**config.mk**
```make
export PLATFORM = sky130hd
export DESIGN_NAME = wb_wdt_timer
export DESIGN_NICKNAME = d
export VERILOG_FILES = /design/src/rtl/wb_wdt_timer.sv
export SDC_FILE = /design/constraint.sdc
export NUM_CORES = 1
export LEC_CHECK = 0
export BUFFER_PORTS_ARGS = -buffer_cell sky130_fd_sc_hd__buf_2
export CORE_ASPECT_RATIO = 1.25
export CORE_MARGIN = 10
export CORE_UTILIZATION = 51
export CTS_CLUSTER_DIAMETER = 150
export DETAILED_ROUTE_END_ITERATION = 7
export PLACE_DENSITY = 0.83
export SYNTH_ARGS = -nofsm -noshare
export SYNTH_HDL_FRONTEND = slang
export SYNTH_SLANG_ARGS = --single-unit
```
**constraint.sdc**
```tcl
create_clock -name clk -period 2.8 [get_ports clk]
set_input_delay 0.56 -clock clk [delete_from_list [all_inputs] [get_ports clk]]
set_output_delay 0.56 -clock clk [all_outputs]
set_load 0.005 [all_outputs]
```
**src/rtl/wb_wdt_timer.sv**
```systemverilog
// ============================================================================
// wb_wdt_timer : Wishbone prescaled down-counter with a watchdog warm-boot latch
// Revision     : 1.0
// ============================================================================
`default_nettype none

module wb_wdt_timer #(
   parameter int TIMER_WIDTH    = 24,
   parameter int PRESCALE_WIDTH = 8,
   parameter int DW             = 32
) (
   input  logic                clk,
   input  logic                rst_n,
   input  logic [1:0]          wb_addr,
   output logic [DW-1:0]       wb_rdata,
   input  logic [DW-1:0]       wb_wdata,
   input  logic                wb_we,
   input  logic                wb_cyc,
   output logic                wb_ack,
   output logic                irq,
   output logic                boot_now,
   output logic [1:0]          boot_sel
);

   localparam logic [1:0]    c_addr_csr    = 2'd0;
   localparam logic [1:0]    c_addr_reload = 2'd1;
   localparam logic [1:0]    c_addr_count  = 2'd2;
   localparam logic [1:0]    c_addr_kick   = 2'd3;
   localparam logic [DW-1:0] c_kick_key    = DW'(32'h0000_5AA5);

   logic                      ack_q, ack_d;
   logic [DW-1:0]             rdata_q, rdata_d;
   logic                      run_q, run_d;
   logic                      wdt_en_q, wdt_en_d;
   logic                      periodic_q, periodic_d;
   logic                      expired_q, expired_d;
   logic [1:0]                wdt_sel_q, wdt_sel_d;
   logic [PRESCALE_WIDTH-1:0] div_q, div_d;
   logic [PRESCALE_WIDTH-1:0] pc_q, pc_d;
   logic [TIMER_WIDTH-1:0]    reload_q, reload_d;
   logic [TIMER_WIDTH-1:0]    count_q, count_d;
   logic                      boot_now_q, boot_now_d;
   logic [1:0]                boot_sel_q, boot_sel_d;

   logic          access, wr, csr_wr, reload_wr, count_wr, kick_ok;
   logic          tick, expire_evt;
   logic [DW-1:0] csr_val, rd_mux;

   always_comb begin
      // A new access is accepted only when no ack is outstanding.
      access    = wb_cyc && !ack_q;
      wr        = access && wb_we;
      csr_wr    = wr && (wb_addr == c_addr_csr);
      reload_wr = wr && (wb_addr == c_addr_reload);
      count_wr  = wr && (wb_addr == c_addr_count);
      kick_ok   = wr && (wb_addr == c_addr_kick) && (wb_wdata == c_kick_key);

      tick = run_q && (pc_q == div_q);

      csr_val                          = '0;
      csr_val[0]                       = run_q;
      csr_val[1]                       = wdt_en_q;
      csr_val[2]                       = periodic_q;
      csr_val[3]                       = expired_q;
      csr_val[5:4]                     = wdt_sel_q;
      csr_val[8 +: PRESCALE_WIDTH]     = div_q;

      case (wb_addr)
         c_addr_csr:    rd_mux = csr_val;
         c_addr_reload: rd_mux = DW'(reload_q);
         c_addr_count:  rd_mux = DW'(count_q);
         default:       rd_mux = '0;
      endcase

      ack_d   = access;
      rdata_d = (access && !wb_we) ? rd_mux : '0;

      run_d      = run_q;
      wdt_en_d   = wdt_en_q;
      periodic_d = periodic_q;
      wdt_sel_d  = wdt_sel_q;
      div_d      = div_q;
      if (csr_wr) begin
         run_d      = wb_wdata[0];
         wdt_en_d   = wdt_en_q | wb_wdata[1];
         periodic_d = wb_wdata[2];
         wdt_sel_d  = wb_wdata[5:4];
         div_d      = wb_wdata[8 +: PRESCALE_WIDTH];
      end

      if (!run_q || tick) begin
         pc_d = '0;
      end else begin
         pc_d = pc_q + PRESCALE_WIDTH'(1);
      end
      if (csr_wr && (wb_wdata[8 +: PRESCALE_WIDTH] != div_q)) begin
         pc_d = '0;
      end

      reload_d = reload_wr ? wb_wdata[TIMER_WIDTH-1:0] : reload_q;

      // Bus writes and valid kicks pre-empt a coinciding tick entirely.
      expire_evt = 1'b0;
      count_d    = count_q;
      if (count_wr) begin
         count_d = wb_wdata[TIMER_WIDTH-1:0];
      end else if (kick_ok) begin
         count_d = reload_q;
      end else if (tick) begin
         if (count_q > TIMER_WIDTH'(1)) begin
            count_d = count_q - TIMER_WIDTH'(1);
         end else if (count_q == TIMER_WIDTH'(1)) begin
            expire_evt = 1'b1;
            count_d    = periodic_q ? reload_q : '0;
         end
      end

      expired_d = expired_q;
      if (csr_wr && wb_wdata[3]) begin
         expired_d = 1'b0;
      end
      if (expire_evt) begin
         expired_d = 1'b1;
      end

      boot_now_d = boot_now_q;
      boot_sel_d = boot_sel_q;
      if (expire_evt && wdt_en_q && !boot_now_q) begin
         boot_now_d = 1'b1;
         boot_sel_d = wdt_sel_q;
      end
   end

   always_ff @(posedge clk or negedge rst_n) begin
      if (!rst_n) begin
         ack_q      <= 1'b0;
         rdata_q    <= '0;
         run_q      <= 1'b0;
         wdt_en_q   <= 1'b0;
         periodic_q <= 1'b0;
         expired_q  <= 1'b0;
         wdt_sel_q  <= '0;
         div_q      <= '0;
         pc_q       <= '0;
         reload_q   <= '0;
         count_q    <= '0;
         boot_now_q <= 1'b0;
         boot_sel_q <= '0;
      end else begin
         ack_q      <= ack_d;
         rdata_q    <= rdata_d;
         run_q      <= run_d;
         wdt_en_q   <= wdt_en_d;
         periodic_q <= periodic_d;
         expired_q  <= expired_d;
         wdt_sel_q  <= wdt_sel_d;
         div_q      <= div_d;
         pc_q       <= pc_d;
         reload_q   <= reload_d;
         count_q    <= count_d;
         boot_now_q <= boot_now_d;
         boot_sel_q <= boot_sel_d;
      end
   end

   assign wb_ack   = ack_q;
   assign wb_rdata = rdata_q;
   assign irq      = expired_q;
   assign boot_now = boot_now_q;
   assign boot_sel = boot_sel_q;

endmodule

`default_nettype wire

```
Word-level counts from Yosys, hierarchy flattened
Index checks and enable logic that the tools add are counted.
{ "word_totals": {"output_inout_bits": 37, "ff_bits": 106} }
{ "classes": {"n_reduce_logical": 23, "add_sub_neg": 2, "bitwise_logic": 1, "muxes": 17, "order_cmp": 1, "n_eq_ne": 7} }
{ "ops": {"columns": ["cell", "count"], "rows": [
  ["2-to-1 mux 24 bit", 6],
  ["one-hot mux 24 bit (3 select lines)", 1],
  ["== test 32 x 15 -> 1 bit (second input constant)", 1],
  ["2-to-1 mux 32 bit", 1],
  ["== test 24 x 1 -> 1 bit (second input constant)", 1],
  ["> comparator 24 x 1 -> 1 bit (second input constant)", 1],
  ["subtractor 24 x 1 -> 24 bit (second input constant)", 1],
  ["2-to-1 mux 8 bit", 2],
  ["logical AND 1 bit", 13],
  ["adder 8 x 1 -> 8 bit (second input constant)", 1],
  ["== test 8 bit", 1],
  ["!= test 8 bit", 1],
  ["2-to-1 mux 1 bit", 7],
  ["== test 2 bit (second input constant)", 2],
  ["zero test 1 bit", 4],
  ["nonzero test 4 bit", 1],
  ["nonzero test 3 bit", 1],
  ["== test 2 x 1 -> 1 bit (second input constant)", 1],
  ["zero test 2 bit", 1],
  ["AND reduction 2 bit", 1],
  ["nonzero test 2 bit", 1],
  ["logical OR 1 bit", 1],
  ["bitwise OR 1 bit", 1]
]} }

Logic depth before layout (Yosys ltp)
{ "logic_depth": {"word_depth": 9, "depth_mapped": 9, "depth_no_buf": 8} }

Worst setup path before layout
OpenSTA, ideal clock, no wires.
{ "synth_timing": {"path_kind": "register to register", "startpoint": "register count_q[10]", "endpoint": "register count_q[20]", "setup_slack_ps": 420, "arrival_time_ps": 2259, "synth_period_minus_slack_ps": 2380, "stages_incl_launch_ff": 8, "t_required_ps": 2678, "setup_time_ps": 122, "path_buffers": 1, "cell_sequence": "dfrtp_1 -> buf_2 -> or4_4 -> or4_4 -> o32ai_4 -> nor3_1 -> a221o_1 -> a32o_1"} }
{ "synth_between": {"elab_chain_len": 5, "elab_cells_between_ends": 9, "cone_classes": "1 x add/sub; 1 x order compare; 1 x eq/ne; 4 x mux; 2 x reduce/logical"} }
{ "synth_lines": {"columns": ["element", "line", "text"], "rows": [
  ["start, declared", "41", "logic [TIMER_WIDTH-1:0] count_q, count_d;"],
  ["start signal, assigned", "160", "count_q <= count_d;"],
  ["subtractor 24 x 1 -> 24 bit / > comparator 24 x 1 -> 1 bit (equally long branches)", "111, 110", null],
  ["2-to-1 mux 24 bit", "110", "if (count_q > TIMER_WIDTH'(1)) begin"],
  ["2-to-1 mux 24 bit", "109", "end else if (tick) begin"],
  ["2-to-1 mux 24 bit", "107", "end else if (kick_ok) begin"],
  ["2-to-1 mux 24 bit", "105", "if (count_wr) begin"]
]} }
Parallel ways exist; a longest one is shown, timed or not. The select of a mux whose other input is x is not followed.
A chain may end at the register's enable or synchronous reset.

Final worst setup path
{ "layout_timing": {"startpoint": "register count_q[11]", "endpoint": "register count_q[20]"} }
Same word-level chain as after synthesis.

==> flow_metrics.tcl <==
set metrics [dict create \
    synth_ff_type "dfrtp_1" \
    vias 4762 \
    dp_hpwl_mm 12.8 \
    cts_max_level 3 \
    seq_area_frac_synth 0.450 \
    die_y_um 136 \
    p_per_area_nw_per_um2 789 \
    drv_cap 0 \
    synth_xor_area_frac 0.0546 \
    cp_max_fo 6 \
    totalWireLength_mm 16.9 \
    num_antenna_cells 0 \
    ys_warn_count 0 \
    port-buffer-count 66 \
    dp.cells 742 \
    cp-end-kind "register" \
    timing.final.crit_period_ns 2.55 \
    cts_resized 0 \
    pwr-share-comb 0.322 \
    synthAdderAreaFrac 0.00689 \
    hold_path.class "input port to async pin" \
    crit_required_ns 3.03 \
    numCtsBuffers 9 \
    drt_iter0_drc 356 \
    finalSetupTns_ns 0 \
    status "completed" \
    regArea_um2 2450 \
    coreArea_um2 10500 \
    antenna_found_initial 0 \
    root_buffer "clkbuf_16" \
    irDropWorstVdd_mv 0.339 \
    grt_pass1_vias 4991 \
    synthArstFlopShare 1.00 \
    fin_cells 758 \
    synth-simple-area-share 0.179 \
    worst_slack_ns 0.252 \
    multi_input_area_um2 2800 \
    gp_congestion 1.01 \
    crit_type "register to register" \
    synth_seq_cells 98 \
    viasPerCell 6.28 \
    finalClockSkew_ns 0.00625 \
    rsz0062_at_grt "no" \
    clkPwrFrac 0.253 \
    ant_nets 0 \
    synth_area_um2 5450 \
    yosys.area.top_type "dfrtp_1" \
    mostFrequentLayoutCell "dfrtp_1" \
    p_int_mw 3.23 \
    postSynthAreaPerCell_um2 10.1 \
    clockBufferDepth 2 \
    synth_area_leaders "dfrtp_1 45%, mux2_2 7.4%, nor2_1 5.0%" \
    gr-total-overflow 0 \
    p_seq_frac 0.425 \
    worst_pin_slew_ns 0.516 \
    cts_setup_buffers 0 \
    cts_tree "yes" \
    power_mw 5.05 \
    synth_compound_gate_area_share 0.163 \
    die_area_um2 15200 \
    drc 0 \
    fp.dieW_um 112 \
    synth_mux_area_frac 0.104 \
    final_area_um2 6390 \
    synth_top_area_share 0.450 \
    initial_core_util 0.518 \
    slew_violations 0 \
    cts.clk_slew.worst_paths_ns 0.07 \
    synth_top_family_by_area "simple AND/OR/NAND/NOR gates" \
    setup_viol 0 \
    boundaryPins 75 \
    drive_above_1_share 0.272 \
    grt_pass1_wl_mm 27.1 \
    grt_use_total 0.221 \
    maxSlewHeadroom 0.647 \
    worstSkewPairLatency_ns 0.34 \
    clock_sinks 98 \
    post-route-period-util 0.910 \
    final_cell_mix "98 x dfrtp_1, 73 x nor2_1, 65 x buf_2" \
    leakagePower_nw 2.88 \
    wl_per_cell_um 22.3 \
    synth-edff-count 0 \
    hold_violations 0 \
    p_switching_mw 1.82 \
    synthCells 538 \
    switching_share 0.360 \
    nNetsFinal 662 \
    fmax_mhz 393 \
    cp.arrival_ns 2.78 \
    placed_area_um2 6090 \
    rows 42 \
    syn_to_final_growth_pct 17.3 \
    synth_cell_types 61 \
    place_ws_ns 0.181 \
    dr.pass1.iters 5 \
    ctsHoldBuffers 0 \
    grt_max_degree 64 \
    nFillCells 934 \
    start_kind "register" \
]
[worst max-delay path, cell delays in order, from the launching register on]
cell and delay, ns:
dfrtp_1 0.46, or4_4 0.58, or4_4 0.52, o32ai_4 0.15, nor3_1 0.13, a221o_1 0.32, a32o_1 0.26
[cell families after synthesis]
family,after synthesis
buffers and inverters,47
multiplexers,52
AO/OA/AOI/OAI,122
AND/OR/NAND/NOR,181
other,1
flip-flops,98
XOR/XNOR,34
adder cells (fa/ha/maj),3
[cell type report]
class	instances	share of cell area
well taps	132	0.0258
repair buffers	106	0.101
flip-flops and latches	98	0.384
inverters	6	0.00352
multi-input cells	400	0.438
clock buffers	13	0.0407
clock inverters	3	0.00724
[final timing paths]
kind | depth (start not counted) | startpoint | slack (ns) | endpoint
hold / removal | 1 | rst_n | 0.17 | wb_ack
setup reg to reg | 6 | count_q[11] | 0.25 | count_q[20]
min in group clk | 1 | wb_ack | 0.47 | wb_ack
setup / recovery | 6 | count_q[11] | 0.25 | count_q[20]
hold reg to reg | 1 | wb_ack | 0.47 | wb_ack
max in group asynchronous | 2 | rst_n | 1.95 | count_q[12]
[synthesized netlist by cell type (3+ instances only)]
master / n
a211oi_1: 13
a21o_1: 5
a21oi_1: 22
a22oi_1: 11
buf_2: 6
buf_4: 9
clkbuf_1: 22
dfrtp_1: 98
ha_1: 3
inv_1: 6
mux2_2: 36
mux2i_1: 14
nand2_1: 12
nand2b_1: 5
nand3_1: 12
nand4_1: 14
nor2_1: 73
nor2b_1: 4
nor3_1: 15
nor3_2: 3
nor4_1: 11
nor4bb_1: 5
o21a_1: 3
o21ai_0: 3
o22ai_1: 22
o2bb2ai_1: 16
o31ai_1: 8
o32ai_1: 3
or2_2: 3
or3_1: 7
xnor2_1: 16
xor2_1: 18
[routing by layer]
metal | track usage | wire length (µm) | up-vias
li1 | - | - | 2151
met1 | 0.258 | 6640 | 2329
met2 | 0.386 | 8510 | 232
met3 | 0.0452 | 1140 | 50
met4 | 0.0932 | 625 | 0
met5 | 0 | 0 | -
[metrics by stage]
step / utilization / hold slack, ns
6_report: 0.608 / 0.170
3_5_place_dp: 0.579 / 0.465
3_3_place_gp: 0.579 / 0.450
5_1_grt: 0.608 / 0.205
4_1_cts: 0.608 / 0.188
2_1_floorplan: - / 0.264
[registers in the layout, summed over array words and instances, names as in the netlist, 2 cells and up]
name       flops
pc_q           8
wb_rdata      24
wdt_sel_q      2
div_q          8
count_q       24
reload_q      24
boot_sel       2
[power groups by stage]
stage / clock, mW / combinational, mW / sequential (mW)
after floorplan: 0 / 1.17 / 2.00
after global placement: 0 / 1.56 / 2.12
after detailed placement: 0 / 1.60 / 2.15
after CTS: 1.29 / 1.61 / 2.13
after global routing: 1.35 / 1.78 / 2.19
final: 1.28 / 1.62 / 2.14
Note: power is estimated with default switching activity, not from simulation.
